`src/rtl/row_fetch.sv`:
```
// row_fetch: burst-reads one display row of 8-bit palette indices from SDRAM into the
// video generator's 16-bit row buffer. Define ROW_FETCH_BYTESWAP_EN to swap each word's bytes.
module row_fetch #(
  parameter int WORDS_PER_ROW = 512,
  parameter int BURST_LEN     = 8,
  parameter int ROW_BASE      = 0,
  parameter int ADDR_W        = 22
) (
  input  logic              i_pixel_clk2,
  input  logic              i_reset,
  input  logic [10:0]       i_get_row,
  input  logic              i_start_buffer,
  output logic [8:0]        o_buffer_addr,
  output logic [15:0]       o_buffer_data,
  output logic              o_buffer_write,
  output logic              o_mem_req,
  output logic [ADDR_W-1:0] o_mem_addr,
  input  logic              i_mem_ack,
  input  logic              i_mem_data_valid,
  input  logic [15:0]       i_mem_data,
  output logic              o_busy,
  output logic              o_overrun
);

  // state  | meaning
  // S_IDLE | no fetch in progress, waiting for a request edge
  // S_REQ  | burst request raised, waiting for the controller's ack
  // S_DATA | receiving the accepted burst; beats written unless draining

  localparam int CNT_W  = 10;
  localparam int BEAT_W = (BURST_LEN > 1) ? $clog2(BURST_LEN) : 1;
  localparam logic [CNT_W-1:0]  LP_WORDS     = CNT_W'(WORDS_PER_ROW);
  localparam logic [BEAT_W-1:0] LP_LAST_BEAT = BEAT_W'(BURST_LEN - 1);

  typedef enum logic [1:0] {
    S_IDLE = 2'd0,
    S_REQ  = 2'd1,
    S_DATA = 2'd2
  } state_t;

  state_t              r_state;
  state_t              w_state_nxt;
  logic                r_sync1;
  logic                r_sync2;
  logic                r_sync_prev;
  logic [10:0]         r_row;
  logic [10:0]         w_row_nxt;
  logic [CNT_W-1:0]    r_cnt;
  logic [CNT_W-1:0]    w_cnt_nxt;
  logic [CNT_W-1:0]    w_cnt_inc;
  logic [BEAT_W-1:0]   r_beat;
  logic [BEAT_W-1:0]   w_beat_nxt;
  logic                r_drain;
  logic                w_drain_nxt;
  logic                w_write;
  logic                w_req;
  logic                w_last_beat;
  logic [ADDR_W-1:0]   r_mem_addr;
  logic [ADDR_W-1:0]   w_mem_addr_nxt;
  logic [8:0]          r_buf_addr;
  logic [15:0]         r_buf_data;
  logic                r_buf_write;
  logic                r_overrun;
  logic [15:0]         w_beat_data;

  assign w_req       = r_sync2 & ~r_sync_prev;
  assign w_cnt_inc   = r_cnt + 1'b1;
  assign w_last_beat = i_mem_data_valid && (r_beat == LP_LAST_BEAT);

`ifdef ROW_FETCH_BYTESWAP_EN
  assign w_beat_data = {i_mem_data[7:0], i_mem_data[15:8]};
`else
  assign w_beat_data = i_mem_data;
`endif

  // Row offset wraps modulo 2^ADDR_W by construction of the sized operands.
  assign w_mem_addr_nxt = ADDR_W'(ROW_BASE)
                        + ADDR_W'(w_row_nxt) * ADDR_W'(WORDS_PER_ROW)
                        + ADDR_W'(w_cnt_nxt);

  always_comb begin
    w_state_nxt = r_state;
    w_row_nxt   = r_row;
    w_cnt_nxt   = r_cnt;
    w_beat_nxt  = r_beat;
    w_drain_nxt = r_drain;
    w_write     = 1'b0;
    case (r_state)
      S_IDLE: begin
        if (w_req) begin
          w_state_nxt = S_REQ;
          w_row_nxt   = i_get_row;
          w_cnt_nxt   = '0;
          w_drain_nxt = 1'b0;
        end
      end
      S_REQ: begin
        if (w_req) begin
          w_row_nxt = i_get_row;
          w_cnt_nxt = '0;
        end
        if (i_mem_ack) begin
          w_state_nxt = S_DATA;
          w_beat_nxt  = '0;
          // an ack coinciding with a new request commits the old burst; drain it
          w_drain_nxt = w_req;
        end
      end
      S_DATA: begin
        if (i_mem_data_valid) begin
          w_write    = ~r_drain;
          w_beat_nxt = r_beat + 1'b1;
          if (!r_drain) w_cnt_nxt = w_cnt_inc;
        end
        if (w_req) begin
          w_row_nxt   = i_get_row;
          w_cnt_nxt   = '0;
          w_drain_nxt = 1'b1;
        end
        if (w_last_beat) begin
          w_beat_nxt  = '0;
          w_drain_nxt = 1'b0;
          if (r_drain || w_req)
            w_state_nxt = S_REQ;
          else if (w_cnt_inc == LP_WORDS)
            w_state_nxt = S_IDLE;
          else
            w_state_nxt = S_REQ;
        end
      end
      default: w_state_nxt = S_IDLE;
    endcase
  end

  always_ff @(posedge i_pixel_clk2 or posedge i_reset) begin
    if (i_reset) begin
      r_state     <= S_IDLE;
      r_sync1     <= 1'b0;
      r_sync2     <= 1'b0;
      r_sync_prev <= 1'b0;
      r_row       <= '0;
      r_cnt       <= '0;
      r_beat      <= '0;
      r_drain     <= 1'b0;
    end else begin
      r_state     <= w_state_nxt;
      r_sync1     <= i_start_buffer;
      r_sync2     <= r_sync1;
      r_sync_prev <= r_sync2;
      r_row       <= w_row_nxt;
      r_cnt       <= w_cnt_nxt;
      r_beat      <= w_beat_nxt;
      r_drain     <= w_drain_nxt;
    end
  end

  always_ff @(posedge i_pixel_clk2 or posedge i_reset) begin
    if (i_reset) begin
      r_mem_addr  <= '0;
      r_buf_addr  <= '0;
      r_buf_data  <= '0;
      r_buf_write <= 1'b0;
      r_overrun   <= 1'b0;
    end else begin
      if (w_state_nxt == S_REQ) r_mem_addr <= w_mem_addr_nxt;
      r_buf_write <= w_write;
      if (w_write) begin
        r_buf_addr <= r_cnt[8:0];
        r_buf_data <= w_beat_data;
      end
      if (w_req && (r_state != S_IDLE)) r_overrun <= 1'b1;
    end
  end

  assign o_mem_req      = (r_state == S_REQ);
  assign o_busy         = (r_state != S_IDLE);
  assign o_mem_addr     = r_mem_addr;
  assign o_buffer_addr  = r_buf_addr;
  assign o_buffer_data  = r_buf_data;
  assign o_buffer_write = r_buf_write;
  assign o_overrun      = r_overrun;

endmodule

```
`config.mk`:
```
export PLATFORM = sky130hd
export DESIGN_NAME = row_fetch
export DESIGN_NICKNAME = d
export VERILOG_FILES = /design/src/rtl/row_fetch.sv
export SDC_FILE = /design/constraint.sdc
export NUM_CORES = 1
export LEC_CHECK = 0
export ABC_CLOCK_PERIOD_IN_PS = 3100
export CAP_MARGIN = 20
export CORE_MARGIN = 4
export CORE_UTILIZATION = 35
export CTS_BUF_LIST = sky130_fd_sc_hd__clkbuf_2 sky130_fd_sc_hd__clkbuf_4 sky130_fd_sc_hd__clkbuf_8
export CTS_CLUSTER_SIZE = 16
export DETAILED_ROUTE_END_ITERATION = 12
export GPL_ROUTABILITY_DRIVEN = 0
export GPL_TIMING_DRIVEN = 0
export PLACE_DENSITY = 0.56
export SYNTH_ARGS = -nofsm -noshare
export SYNTH_HDL_FRONTEND = slang
export SYNTH_SLANG_ARGS = --single-unit
export TNS_END_PERCENT = 1
```
`constraint.sdc`:
```
create_clock -name i_pixel_clk2 -period 3.1 [get_ports i_pixel_clk2]
set_input_delay 0.465 -clock i_pixel_clk2 [delete_from_list [all_inputs] [get_ports i_pixel_clk2]]
set_output_delay 0.465 -clock i_pixel_clk2 [all_outputs]
set_load 0.01 [all_outputs]
```
==> results.ini <==
[global_routing]
grt_overflow_total=0
grt.total_usage_pct=14.2
grt_pass1_vias=2922
grt_pass1_wl_mm=14.6
antenna_found_initial=0
grt_start_max_net_pins=66

[finish]
area_growth_syn_to_layout_pct=32.6
diodes=0
final_nets=508
final_common_cell=nand2_1
fillers=1017
final_cells=607
mostFrequentLayoutCells=nand2_1, clkdlybuf4s50_1, dfrtp_1
post-route-util_pct=48.0
drive_above_1_share_pct=11.0

[timing]
hold_ws_ps=353
fin_ws_ps=161
max_freq_mhz=340
hold_violations=0
worst-slew-pin-transition_ps=923
fin_skew_ps=14.9
slew_violations=0
max_slew_margin_pct=36.9
fin_crit_sh_pct=94.8
finalCriticalPeriod_ps=2940
finalSetupViolCount=0
rsz0062_at_grt=yes

[worst_setup_path]
cp_slowest_cell=or3b_2
critPathLaunchType=flop
r2r-end=o_mem_addr[15]$_DFFE_PP0N_
worstPathArrival_ps=3180
worstSetupPathType=flop to flop
crit_end=o_mem_addr[15]$_DFFE_PP0N_
rr_startpoint=r_state[0]$_DFF_PP0_
r2r_setup_slack_ps=160
crit_path_max_fanout=10
reg2regPathDepth=11
worstPathRequired_ps=3340
cp-startpoint=r_state[0]$_DFF_PP0_
end_kind=flop
path_cells=ha_1 > clkbuf_1 > or3b_2 > clkbuf_1 > nand2_1 > nand2_1 > ha_1 > o21ai_1 > a21oi_1 > xor2_1 > mux2_4
slowest_delay_ps=570

[routing]
drt_iter0_drc=109
first_pass_iters=5
vias=2906
wl_mm=8.39
via_per_inst=4.79
wl_per_cell_um=13.8
route.detailed.drc=0
ant_nets=0

[yosys]
yosysTopAreaCell=dfrtp_1
synth_seq_cells=78
synth_edf_count=0
synth.top_cells.by_area=dfrtp_1, nand2_1, mux2_4
syn_area_per_cell_um2=10.0
synthArstFlopShare_pct=100
synth.top_cell.area_share_pct=51.9
syn-cell-area_um2=3760
synth_ff_type=dfrtp_1
seq_area_frac_synth_pct=51.9
ys_warn_count=0
syn-instance-count=374
syn_nets=415
synth.distinct_cells=51

[die]
ioPinCount=83
die_w_um=112
die_y_um=112
rows=37
initial_core_util_pct=36.2
die_area_um2=12500
core_um2=10400

[clock_network]
ctsHtreeMaxLevel=3
insertion_delay_ps=350
cts_sinks=78
clock_path_buffers=2
ctsResizeCount=0
numCtsBuffers=9
clk_pin_slew_ps=90
cts_root_buf=clkbuf_8
tritoncts=built

[min_path]
hold_class=flop to flop

[power_and_ir_drop]
cellPowerDensity_nw_per_um2=751
irDropWorstVdd_uv=397
finalPower_mw=3.74
p_leak_nw=2.29

[run_status]
status=completed

[placed_design]
io_buffers=81
dp.cells=592
place_hpwl_mm=6.18
dp_slack_ps=-219

[flow_run]
drv_cap=0

-- area by class of cell --
class	instances	area [um^2]	share of cell area, %
Inverter	14	55.1	1.10
Clock buffer	9	124	2.49
Multi-Input combinational cell	265	1650	33.0
Sequential cell	78	1950	39.2
Tap cell	136	170	3.42
Buffer	16	103	2.06
Timing Repair Buffer	83	846	17.0
Clock inverter	6	86.3	1.73
-- routing by layer --
layer / vias up / global-route usage, % / part of all wire (%)
met5: - / 0 / 0
li1: 1451 / - / -
met3: 7 / 3.97 / 5.4
met2: 81 / 21.6 / 43
met4: 0 / 4.06 / 1.1
met1: 1367 / 19.9 / 50
-- cells by family after synthesis --
family	synth area share [%]
buffers and inverters	4.23
adders and majority gates	3.00
AOI/OAI and AO/OA	8.86
other	0.0998
xor gates and xnor gates	2.10
DFF	51.9
muxes	9.29
and+or+nand+nor	20.5
-- worst max-delay path: cells and delay by family, from the launching register on --
kind / cells / cell delay, ps
compound gates: 2 / 310
xor+xnor: 1 / 160
fa+ha+maj: 2 / 430
buf+inv: 2 / 470
flops: 1 / 420
mux: 1 / 260
simple gates: 3 / 770
-- synthesized netlist by cell type, types with 3 or more instances --
cell / number
mux2_2: 3
nand3_1: 9
dfrtp_1: 78
xor2_1: 4
mux2i_1: 6
inv_1: 14
a21oi_1: 7
and3_1: 5
buf_2: 4
a21o_1: 3
nor2b_1: 3
ha_1: 9
o21ai_0: 13
mux2_4: 17
nand2b_1: 5
xnor2_1: 5
nor2_1: 14
nor4_1: 4
nand2_1: 114
clkbuf_1: 8
o31ai_1: 3
nand4_1: 5
nor3_1: 6
-- power breakdown --
part	leakage (nW)	switching [mW]	internal, mW	total (mW)
combinational	1.18	0.695	0.817	1.51
sequential	1.01	0.146	1.26	1.41
clock	0.105	0.369	0.449	0.818
-- worst min-delay path by stage --
stage	from	end	cells after the start
after floorplan	r_sync1$_DFF_PP0_	r_sync2$_DFF_PP0_	0
after global placement	r_sync1$_DFF_PP0_	r_sync2$_DFF_PP0_	0
after detailed placement	r_sync1$_DFF_PP0_	r_sync2$_DFF_PP0_	0
after CTS	r_sync1$_DFF_PP0_	r_sync2$_DFF_PP0_	0
after global routing	r_sync1$_DFF_PP0_	r_sync2$_DFF_PP0_	0
final	r_sync1$_DFF_PP0_	r_sync2$_DFF_PP0_	0
-- what timing repair did --
item	4_1_cts	5_1_grt
setup endpoints to repair	2	3
hold buffers	0	0
buffers inserted	1	0
-- state kept, by name (all words and copies together) (netlist names) --
register,flops
o_mem_addr,21
o_overrun,1
o_buffer_data,16
r_cnt,10
r_drain,1
r_sync1,1
r_beat,3
r_state,2
r_sync_prev,1
o_buffer_write,1
r_row,11
o_buffer_addr,9
r_sync2,1
-- metrics by stage --
| step | cell area (um^2) | setup TNS (ps) |
|---|---|---|
| after floorplan | 3760 | 0 |
| after global placement | 4740 | -61080 |
| after detailed placement | 4770 | -945 |
| after CTS | 4990 | 0 |
| after global routing | 4980 | -4.44 |
| final | 4980 | 0 |
Note: power is estimated with default switching activity, not from simulation.
